### src/rtl/rx_phase_downsampler.sv
// rx_phase_downsampler: receive-side phase picker and decimator.
// Consumes an N_OS-times oversampled signed stream. Per-phase magnitude is accumulated
// over a window of 2**NB_WIN symbols. At each window end the strongest phase becomes
// the sampling phase. One sample per symbol is then sliced to a recovered bit.
module rx_phase_downsampler #(
    parameter int unsigned NB_INPUT  = 8,
    parameter int unsigned NBF_INPUT = 7,
    parameter int unsigned N_OS      = 4,
    parameter int unsigned NB_PHASE  = 2,
    parameter int unsigned NB_WIN    = 10
) (
    input  logic                       clk,
    input  logic                       i_rst_n,
    input  logic                       i_en,
    input  logic signed [NB_INPUT-1:0] i_os_data,
    input  logic                       i_phase_override,
    input  logic        [NB_PHASE-1:0] i_phase_manual,
    output logic                       o_bit,
    output logic                       o_valid,
    output logic        [NB_PHASE-1:0] o_phase,
    output logic                       o_locked,
    output logic        [NB_PHASE-1:0] o_control
);

    // A full window of full-scale magnitudes (2**NB_WIN * 2**(NB_INPUT-1)) fits exactly.
    localparam int unsigned NB_ENERGY = NB_INPUT + NB_WIN;

    localparam logic [NB_PHASE-1:0] CntLast = NB_PHASE'(N_OS - 1);
    localparam logic [NB_WIN-1:0]   SymLast = {NB_WIN{1'b1}};

    // Reject parameter sets the counters cannot represent. NBF_INPUT is informational
    // only, because slicing looks at the sign bit alone.
    if (N_OS < 2 || N_OS > (2 ** NB_PHASE) || NBF_INPUT >= NB_INPUT) begin : gen_bad_params
        $error("rx_phase_downsampler: illegal parameter combination");
    end

    typedef enum logic [0:0] {
        StAcq,
        StTrack
    } state_e;

    state_e                 state_q, state_d;
    logic [NB_PHASE-1:0]    cnt_q, cnt_d;
    logic [NB_WIN-1:0]      sym_q, sym_d;
    logic [NB_ENERGY-1:0]   acc_q [N_OS];
    logic [NB_ENERGY-1:0]   acc_d [N_OS];
    logic [NB_PHASE-1:0]    phase_q, phase_d;
    logic                   bit_q, bit_d;
    logic                   valid_q, valid_d;

    logic [NB_INPUT-1:0]    data_u;
    logic [NB_INPUT-1:0]    mag;
    logic [NB_ENERGY-1:0]   acc_sum [N_OS];
    logic [NB_ENERGY-1:0]   best_val;
    logic [NB_PHASE-1:0]    best_idx;
    logic [NB_PHASE-1:0]    sel;
    logic                   cnt_wrap;
    logic                   win_end;

    // Magnitude of the current sample and accumulators as they would look including it.
    // The most negative code maps to 2**(NB_INPUT-1), which is still representable.
    always_comb begin
        data_u = i_os_data;
        mag    = data_u[NB_INPUT-1] ? (~data_u + NB_INPUT'(1)) : data_u;
        for (int i = 0; i < N_OS; i++) begin
            acc_sum[i] = acc_q[i] + ((cnt_q == NB_PHASE'(i)) ? NB_ENERGY'(mag) : '0);
        end
    end

    // Argmax over the updated accumulators. Strict compare keeps the lowest index on ties.
    always_comb begin
        best_idx = '0;
        best_val = acc_sum[0];
        for (int i = 1; i < N_OS; i++) begin
            if (acc_sum[i] > best_val) begin
                best_val = acc_sum[i];
                best_idx = NB_PHASE'(i);
            end
        end
    end

    // Next-state logic for counters, accumulators, phase estimate, FSM and slicer.
    always_comb begin
        state_d = state_q;
        cnt_d   = cnt_q;
        sym_d   = sym_q;
        acc_d   = acc_q;
        phase_d = phase_q;
        bit_d   = bit_q;
        valid_d = 1'b0;

        sel      = i_phase_override ? i_phase_manual : phase_q;
        cnt_wrap = (cnt_q == CntLast);
        win_end  = i_en && cnt_wrap && (sym_q == SymLast);

        if (i_en) begin
            cnt_d = cnt_wrap ? '0 : cnt_q + NB_PHASE'(1);
            if (cnt_wrap) begin
                sym_d = sym_q + NB_WIN'(1);
            end
            acc_d = acc_sum;

            // Uses the phase estimate and state from before this sample. A phase select
            // of N_OS or more never matches cnt, so it silences the output.
            if (cnt_q == sel && (state_q == StTrack || i_phase_override)) begin
                valid_d = 1'b1;
                bit_d   = ~i_os_data[NB_INPUT-1];
            end

            // The window-ending sample counts toward the decision, but it is not
            // carried into the next window.
            if (win_end) begin
                for (int i = 0; i < N_OS; i++) begin
                    acc_d[i] = '0;
                end
                phase_d = best_idx;
                state_d = StTrack;
            end
        end
    end

    // All state, including the acquisition/tracking FSM. Cleared asynchronously.
    always_ff @(posedge clk or negedge i_rst_n) begin
        if (!i_rst_n) begin
            state_q <= StAcq;
            cnt_q   <= '0;
            sym_q   <= '0;
            phase_q <= '0;
            bit_q   <= 1'b0;
            valid_q <= 1'b0;
            for (int i = 0; i < N_OS; i++) begin
                acc_q[i] <= '0;
            end
        end else begin
            state_q <= state_d;
            cnt_q   <= cnt_d;
            sym_q   <= sym_d;
            phase_q <= phase_d;
            bit_q   <= bit_d;
            valid_q <= valid_d;
            for (int i = 0; i < N_OS; i++) begin
                acc_q[i] <= acc_d[i];
            end
        end
    end

    assign o_bit     = bit_q;
    assign o_valid   = valid_q;
    assign o_phase   = phase_q;
    assign o_locked  = (state_q == StTrack);
    assign o_control = cnt_q;

endmodule

### config.mk
export PLATFORM = sky130hd
export DESIGN_NAME = rx_phase_downsampler
export DESIGN_NICKNAME = d
export VERILOG_FILES = /design/src/rtl/rx_phase_downsampler.sv
export SDC_FILE = /design/constraint.sdc
export NUM_CORES = 1
export LEC_CHECK = 0
export CAP_MARGIN = 20
export CORE_UTILIZATION = 60
export CTS_BUF_LIST = sky130_fd_sc_hd__clkbuf_4
export DETAILED_ROUTE_END_ITERATION = 8
export GPL_TIMING_DRIVEN = 0
export PLACE_DENSITY = 0.77
export SYNTH_ARGS = -nofsm -noshare
export SYNTH_HDL_FRONTEND = slang
export SYNTH_SLANG_ARGS = --single-unit
### constraint.sdc
create_clock -name clk -period 11.4 [get_ports clk]
set_input_delay 1.71 -clock clk [delete_from_list [all_inputs] [get_ports clk]]
set_output_delay 1.71 -clock clk [all_outputs]
set_load 0.01 [all_outputs]
==> results of run 1 <==
[metrics by stage]
stage,TNS (ns),worst slack [ns]
2_1_floorplan,0,2.37
3_3_place_gp,-0.0674,-0.0437
3_5_place_dp,-0.645,-0.346
4_1_cts,0,0.153
5_1_grt,0,0.143
6_report,0,0.571
[cell usage in the layout, fill, tap and decap left out, types with 33 or more instances in the layout]
| master | count |
|---|---|
| a21oi_1 | 42 |
| dfrtp_1 | 89 |
| ha_1 | 90 |
| inv_1 | 42 |
| nand2_1 | 86 |
| nand3_1 | 33 |
| nor2_1 | 43 |
| o21ai_0 | 36 |
| xnor2_1 | 40 |
| xor2_1 | 33 |
[layout make-up]
cell class | instances | area, µm² | area share
clock inverters | 5 | 33.8 | 0.00403
clock buffers | 10 | 75.1 | 0.00896
multi-input cells | 729 | 5300 | 0.632
plain buffers | 34 | 138 | 0.0164
repair buffers | 23 | 233 | 0.0278
flip-flops and latches | 89 | 2230 | 0.266
well taps | 172 | 215 | 0.0257
inverters | 43 | 161 | 0.0193
diodes | 1 | 2.50 | 0.000299
[worst max-delay path, delay by kind of cell]
kind | cells | cell delay (ns)
adders and majority gates | 4 | 1.15
xor gates and xnor gates | 2 | 0.77
buffers and inverters | 4 | 1.16
and+or+nand+nor | 8 | 1.55
AOI/OAI and AO/OA | 21 | 4.80
[registers in the layout (all words and copies together) (netlist names)]
name       flops
acc_q         72
o_bit          1
o_control      2
o_locked       1
o_phase        2
o_valid        1
sym_q         10
[per-layer routing]
| layer | global-route usage | part of all wire | wire, µm |
|---|---|---|---|
| met1 | 0.439 | 0.43 | 9790 |
| met4 | 0.192 | 0.043 | 966 |
| met5 | 0.00370 | 0 | 0 |
| met3 | 0.0566 | 0.058 | 1310 |
| met2 | 0.588 | 0.47 | 10500 |
[path summary, 6_finish.rpt]
check / from / endpoint / cells past startpoint
min reg2reg: sym_q[4] / sym_q[4] / 1
max in group asynchronous: i_rst_n / acc_q[17] / 2
min: sym_q[4] / sym_q[4] / 1
max: i_os_data[0] / o_phase[1] / 39
min in group asynchronous: i_rst_n / acc_q[57] / 1
max reg2reg: o_control[0] / o_phase[1] / 36
[logic make-up after synthesis]
kind of cell | synth area share
flip-flops | 0.285
multiplexers | 0.00801
AO/OA/AOI/OAI | 0.234
buffers and inverters | 0.0379
adder cells (fa/ha/maj) | 0.156
XOR/XNOR | 0.0850
AND/OR/NAND/NOR | 0.194
[what timing repair did]
item	4_1_cts	5_1_grt
setup endpoints to repair	0	2
buffers inserted	0	3
resized for setup	0	5
==> results_dict.tcl, run 1 <==
set metrics [dict create \
    status "complete, no violations" \
    synth_top_area_share 0.285 \
    critical_path.max_fanout 10 \
    io_buffers 18 \
    rows 41 \
    synth_seq_cells 89 \
    wl_per_cell_um 20.4 \
    syn_area_per_cell_um2 8.73 \
    instances_no_fill 1106 \
    maxCapViolCount 0 \
    r2r_slack_ns 2.41 \
    synthTopCellsByArea "dfrtp_1 (29%), ha_1 (14%), xnor2_1 (4.5%)" \
    clock_sinks 89 \
    rsz0062_at_grt "false" \
    syn_to_final_growth_pct 7.29 \
    syn-instance-count 895 \
    synth_warnings 0 \
    synth-edff-count 0 \
    fill_cells 1106 \
    fmax_ghz 0.0923 \
    fin_worst_hold_slack_ns 0.490 \
    vias 7160 \
    place_area_mm2 0.00823 \
    drt_iter0_drc 484 \
    finalMaxSlewViolations 0 \
    fp.dieH_um 116 \
    fin_crit_sh 0.950 \
    grt_first_pass_wirelength_mm 35.5 \
    drc 0 \
    grt.total_usage 0.353 \
    clk_latency_ns 0.48 \
    tightest_slew_ns 0.924 \
    cpPeakStageDelay_ns 0.54 \
    die_area_mm2 0.0135 \
    worstSetupStartpointType "input pin" \
    wirelength_mm 22.6 \
    cts.path.max_buffers 2 \
    grt_overflow 0 \
    async_reset_ff_frac 1.00 \
    dp_hpwl_mm 17.6 \
    crit_path_frequent_cell "a21o_1" \
    grt_pass1_vias 6929 \
    hold_path.class "flop to flop" \
    start_util 0.617 \
    nets 1037 \
    critPathArrivalTime_ns 11.19 \
    core_mm2 0.0127 \
    grt_max_degree 60 \
    finalSetupViolations 0 \
    dieWidth_um 116 \
    slew-limit-headroom 0.381 \
    gp_congestion 0.982 \
    synthFlopType "dfrtp_1" \
    fin_util 0.662 \
    first_pass_iters 5 \
    yosysSeqAreaShare 0.285 \
    antenna_left 0 \
    syn-num-nets 1003 \
    htree_levels 3 \
    crit_slowest_cell "clkdlybuf4s50_1" \
    cts.clk_slew.worst_paths_ns 0.14 \
    critPathKind "input pin to flop" \
    netlist_area_mm2 0.00781 \
    fin_area_mm2 0.00838 \
    end_kind "flop" \
    finalHoldViolations 0 \
    tritoncts "done" \
    drive_above_1_share 0.0450 \
    antenna_found_initial 0 \
    dp.cells 1086 \
    cts_inserted_buffers 9 \
    synthTopCellsByCount "ha_1 (90), dfrtp_1 (89), nand2_1 (86)" \
    yosys.area.top_type "dfrtp_1" \
    fin_skew_ns 0.0201 \
    synth_cell_types 66 \
    min_period_ns 10.83 \
    cts-root-buf "clkbuf_4" \
    yosysMostFrequentCell "ha_1" \
    via_per_inst 6.47 \
    crit_required_ns 11.76 \
    ctsHoldBuffers 0 \
    pin_count 21 \
]
Power of run 1 is left out: the tool's default activity adds up to more than one toggle a clock period on the data nets, which glitch-free logic cannot reach.
==> run 2: changes to the inputs <==
- ABC_AREA: unset -> 1
- PLACE_DENSITY: 0.77 -> 0.88
==> run 2 against run 1 <==
Via count is 2.6% lower. Clock skew is 0.0010 ns lower. Core utilization increased by 1.2 points. Cell count increased by 13%. Setup slack gained 0.49 ns. Sequential share of layout area is 0.41 points higher. Die area down 1.6%. Register-to-register slack improved by 0.52 ns. Non-clock buffer count shrank 13. Global-route usage shrank 4.7 points. First-iteration DRC count increased by 23%. Flip-flop and latch count is the same. Critical endpoint unchanged. Highest routed layer unchanged.
==> results_dict.tcl, run 2 <==
set metrics [dict create \
    p_per_area_mw_per_mm2 244 \
    synthTopCellsByArea "dfrtp_1 (29%), ha_1 (15%), nand2_1 (12%)" \
    finalPower_w 0.00202 \
    netlist_area_mm2 0.00768 \
    fill_cells 1003 \
    rows 40 \
    vias 6972 \
    instances_no_fill 1251 \
    grt_max_degree 68 \
    p_leak_nw 4.35 \
    wl_per_cell_um 15.1 \
    min_period_ns 10.34 \
    synth_seq_cells 89 \
    cts.path.max_buffers 2 \
    synth_top_area_share 0.290 \
    die_area_mm2 0.0133 \
    syn-instance-count 1045 \
    cpPeakStageDelay_ns 0.54 \
    drc 0 \
    fin_crit_sh 0.907 \
    synth-adder-area-share 0.157 \
    multi_input_area_mm2 0.00479 \
    fin_skew_ns 0.0191 \
    clk_latency_ns 0.50 \
    async_reset_ff_frac 1.00 \
    largest_reg_flops 72 \
    layout_commonest_cell "nand2_1" \
    grt_overflow 0 \
    tritoncts "done" \
    grt.total_usage 0.306 \
    start_util 0.627 \
    via_per_inst 5.57 \
    place_area_mm2 0.00812 \
    pin_count 21 \
    nets 1185 \
    antenna_left 0 \
    status "complete, no violations" \
    worstSetupStartpointType "input pin" \
    synth_warnings 0 \
    cts.repair.resized 0 \
    fp.dieH_um 115 \
    tightest_slew_ns 0.745 \
    synth-compound-area-share 0.117 \
    finalSetupViolations 0 \
    hold_path.class "flop to flop" \
    synthTopCellsByCount "nand2_1 (245), inv_1 (138), ha_1 (90)" \
    synth-xor-area-share 0.0777 \
    top_regs "acc_q (72), sym_q (10)" \
    htree_levels 3 \
    drt_iter0_drc 597 \
    grt_first_pass_wirelength_mm 31.0 \
    pwr-share-seq 0.233 \
    rsz0062_at_grt "false" \
    wirelength_mm 18.8 \
    fin_worst_hold_slack_ns 0.509 \
    tns_ns 0 \
    maxCapViolCount 0 \
    dp_hpwl_mm 15.0 \
    yosysSeqAreaShare 0.290 \
    ctsHoldBuffers 0 \
    synthMuxAreaShare 0 \
    fmax_ghz 0.0967 \
    io_buffers 20 \
    grt_pass1_vias 6715 \
    power_frac_comb 0.675 \
    gp_congestion 0.964 \
    ff_latch_area_mm2 0.00223 \
    clock_sinks 89 \
    power_frac_clock 0.091 \
    drive_above_1_share 0.0481 \
    p_int_w 0.000982 \
    yosys.area.top_type "dfrtp_1" \
    cts.clk_slew.worst_paths_ns 0.14 \
    p_sw_w 0.00104 \
    synth_cell_types 45 \
    mostFrequentLayoutCells "nand2_1 (245), inv_1 (138), ha_1 (90)" \
    end_kind "flop" \
    critPathArrivalTime_ns 10.72 \
    dieWidth_um 115 \
    synth_top_family_by_area "simple AND/OR/NAND/NOR gates" \
    top_register "acc_q" \
    peakVddDrop_uv 118 \
    critical_path.max_fanout 10 \
    syn_to_final_growth_pct 7.44 \
    slew-limit-headroom 0.491 \
    crit_path_frequent_cell "nand2_1" \
    synthFlopType "dfrtp_1" \
    cts_inserted_buffers 9 \
    antenna_found_initial 1 \
    synthSimpleGateAreaFrac 0.272 \
    dp.cells 1234 \
    syn-num-nets 1153 \
    cts-root-buf "clkbuf_4" \
    fin_area_mm2 0.00826 \
    first_pass_iters 5 \
    finalHoldViolations 0 \
    syn_area_per_cell_um2 7.35 \
    p_sw_frac 0.513 \
    cts_setup_buffers 0 \
    crit_slowest_cell "clkdlybuf4s50_1" \
    critPathKind "input pin to flop" \
    core_mm2 0.0123 \
    synth-edff-count 0 \
    crit_required_ns 11.78 \
    yosysMostFrequentCell "nand2_1" \
    finalMaxSlewViolations 0 \
]
## run 2: worst paths after layout
path,start,to,slack [ns],cells after the start
max,i_os_data[0],o_phase[1],1.06,56
min,acc_q[43],acc_q[43],0.51,2
max reg2reg,o_control[1],o_phase[1],2.93,50
min reg2reg,acc_q[43],acc_q[43],0.51,2
max in group asynchronous,i_rst_n,acc_q[53],9.65,2
min in group asynchronous,i_rst_n,acc_q[4],1.08,1
## run 2: kinds of logic (layout without fill, tap and decap cells)
group | Yosys count | in the layout
AOI/OAI and AO/OA | 161 | 161
xor gates and xnor gates | 66 | 66
adders and majority gates | 94 | 94
buffers and inverters | 167 | 204
DFF | 89 | 89
other | 0 | 1
and+or+nand+nor | 468 | 468
## run 2: area by class of cell
class / instances / area share
flip-flops and latches: 89 / 0.270
diodes: 1 / 0.000303
plain buffers: 23 / 0.0155
well taps: 168 / 0.0255
clock buffers: 10 / 0.00909
inverters: 144 / 0.0655
multi-input cells: 789 / 0.580
repair buffers: 21 / 0.0273
clock inverters: 6 / 0.00712
## run 2: routing by layer
metal / GRT usage / routed length, µm
met1: 0.388 / 8310
met2: 0.510 / 8720
met3: 0.0517 / 1170
met4: 0.144 / 650
met5: 0 / 0
## run 2: power by group through the flow
stage | registers [W] | logic (W) | clock network (W)
finish | 0.000470 | 0.00136 | 0.000184
global route | 0.000481 | 0.00155 | 0.000200
CTS | 0.000469 | 0.00134 | 0.000185
detailed placement | 0.000474 | 0.00133 | 0
global placement | 0.000472 | 0.00128 | 0
floorplan | 0.000463 | 0.00101 | 0
## run 2: critical path: cells and delay by family
kind	cells	cell delay, ns
and+or+nand+nor	24	2.76
xor gates and xnor gates	2	0.42
AOI/OAI and AO/OA	15	2.35
buffers and inverters	10	2.15
adders and majority gates	5	1.30
## run 2: per-stage QoR
step                       util  worst slack (ns)
after detailed placement  0.662             0.755
after CTS                 0.673              1.23
final                     0.673              1.06
after global routing      0.673             0.334
after floorplan               -              3.19
after global placement    0.660              1.03
(Power assumes the default switching activity.)
==> run 3: changes to the inputs <==
- MAX_ROUTING_LAYER: unset -> met4
==> run 3 against run 2 <==
Core utilization is essentially flat. Largest cell class unchanged. Count of clock-buffer cells in the layout is the same. Via count grew 0.67%. Sequential share of layout area is essentially flat. Register-to-register slack is essentially flat. Clock power is essentially flat.
==> results_dict.tcl, run 3 (synthesis results as in run 2) <==
set metrics [dict create \
    gp_congestion 0.982 \
    tns_ns 0 \
    wl_met1_mm 8.17 \
    maxCapViolCount 0 \
    cts.repair.resized 0 \
    hold_path.class "flop to flop" \
    power_frac_comb 0.676 \
    wl_met3_mm 1.22 \
    r2r_end "o_phase[1]" \
    end_kind "flop" \
    setup_ws_ns 1.06 \
    critPathArrivalTime_ns 10.72 \
    worstSetupStartpointType "input pin" \
    r2r.worst_path.cells 50 \
    clock_sinks 89 \
    fin_skew_ns 0.0190 \
    r2r_slack_ns 2.94 \
    drive_above_1_share 0.0481 \
    r2r_start "o_control[1]" \
    dp.cells 1234 \
    p_per_area_mw_per_mm2 244 \
    p_leak_nw 4.35 \
    met2_length_mm 8.83 \
    drc 0 \
    cts_inserted_buffers 9 \
    highest_layer "met4" \
    grt_first_pass_wirelength_mm 31.1 \
    mostFrequentLayoutCells "nand2_1 (245), inv_1 (138), ha_1 (90)" \
    tritoncts "done" \
    first_pass_iters 5 \
    grt_overflow 0 \
    top_register "acc_q" \
    rsz0062_at_grt "false" \
    instances_no_fill 1252 \
    slew-limit-headroom 0.476 \
    grt_pass1_vias 6721 \
    p_int_w 0.000982 \
    drt_iter0_drc 667 \
    tightest_slew_ns 0.766 \
    worstHoldEndpoint "acc_q[43]" \
    layout_commonest_cell "nand2_1" \
    min_period_ns 10.34 \
    wirelength_mm 18.8 \
    p_sw_frac 0.513 \
    start_util 0.627 \
    power_frac_clock 0.091 \
    cts-root-buf "clkbuf_4" \
    fin_crit_sh 0.907 \
    antenna_left 0 \
    pwr-share-seq 0.233 \
    finalSetupViolations 0 \
    core_mm2 0.0123 \
    cts_setup_buffers 0 \
    antenna_found_initial 1 \
    crit_slowest_cell "clkdlybuf4s50_1" \
    dieWidth_um 115 \
    die_area_mm2 0.0133 \
    finalHoldViolations 0 \
    critical_path.max_fanout 10 \
    finalMaxSlewViolations 0 \
    largest_reg_flops 72 \
    pin_count 21 \
    rows 40 \
    cpPeakStageDelay_ns 0.55 \
    p_sw_w 0.00104 \
    top_regs "acc_q (72), sym_q (10)" \
    place_ws_ns 0.755 \
    grt.total_usage 0.316 \
    wl_per_cell_um 15.0 \
    grt_max_degree 68 \
    cts.clk_slew.worst_paths_ns 0.14 \
    cts.path.max_buffers 2 \
    peakVddDrop_uv 118 \
    fin_util 0.674 \
    htree_levels 3 \
    whs_path_depth 2 \
    min-delay-start "acc_q[43]" \
    crit_path_frequent_cell "nand2_1" \
    via_per_inst 5.61 \
    ctsHoldBuffers 0 \
    nets 1185 \
    fmax_ghz 0.0967 \
    status "complete, no violations" \
    crit_required_ns 11.79 \
    critPathKind "input pin to flop" \
    vias 7019 \
    syn_to_final_growth_pct 7.47 \
    io_buffers 20 \
    fp.dieH_um 115 \
    dp_hpwl_mm 15.0 \
    clk_latency_ns 0.51 \
]
## run 3: cell count changes in the layout (fill, tap and decap cells not counted)
cell     change
diode_2      +1
## run 3: critical path, delay by kind of cell
kind	cells	cell delay (ns)
AO/OA/AOI/OAI	15	2.36
adder cells (fa/ha/maj)	5	1.29
buffers and inverters	10	2.16
XOR/XNOR	2	0.42
AND/OR/NAND/NOR	24	2.75
## run 3: how the worst max path moves through the flow
stage,slack [ns],start,to
after floorplan,3.19,i_os_data[1],o_phase[1]
after global placement,1.03,i_os_data[0],o_phase[1]
after detailed placement,0.75,i_os_data[0],o_phase[1]
after CTS,1.23,i_os_data[0],o_phase[1]
after global routing,0.34,i_os_data[0],o_phase[1]
final,1.06,i_os_data[0],o_phase[1]
## run 3: through the flow
step                      power (W)  hold WS [ns]  area, µm²
after global routing        0.00223         0.527       8260
after CTS                   0.00200         0.509       8250
after detailed placement    0.00180         0.476       8120
after floorplan             0.00147         0.456       7680
after global placement      0.00175         0.461       8100
final                       0.00202         0.509       8260
## run 3: per-layer routing
metal,global-route usage,vias to the layer above
met3,0.0517,45
met5,-,-
met1,0.388,3275
met4,0.141,0
met2,0.512,198
li1,-,3501
## run 3: layout make-up
class,count,area (µm²)
Sequential cell,89,2230
Multi-Input combinational cell,789,4790
Clock inverter,6,58.8
Inverter,144,541
Buffer,23,128
Timing Repair Buffer,21,225
Antenna cell,2,5.00
Clock buffer,10,75.1
Tap cell,168,210
Fill cell,1004,4000
## run 3: power groups by stage
stage | Combinational (W) | Clock, W | Sequential [W]
final | 0.00136 | 0.000184 | 0.000470
after detailed placement | 0.00133 | 0 | 0.000474
after global placement | 0.00128 | 0 | 0.000472
after global routing | 0.00155 | 0.000200 | 0.000481
after floorplan | 0.00101 | 0 | 0.000463
after CTS | 0.00134 | 0.000185 | 0.000469
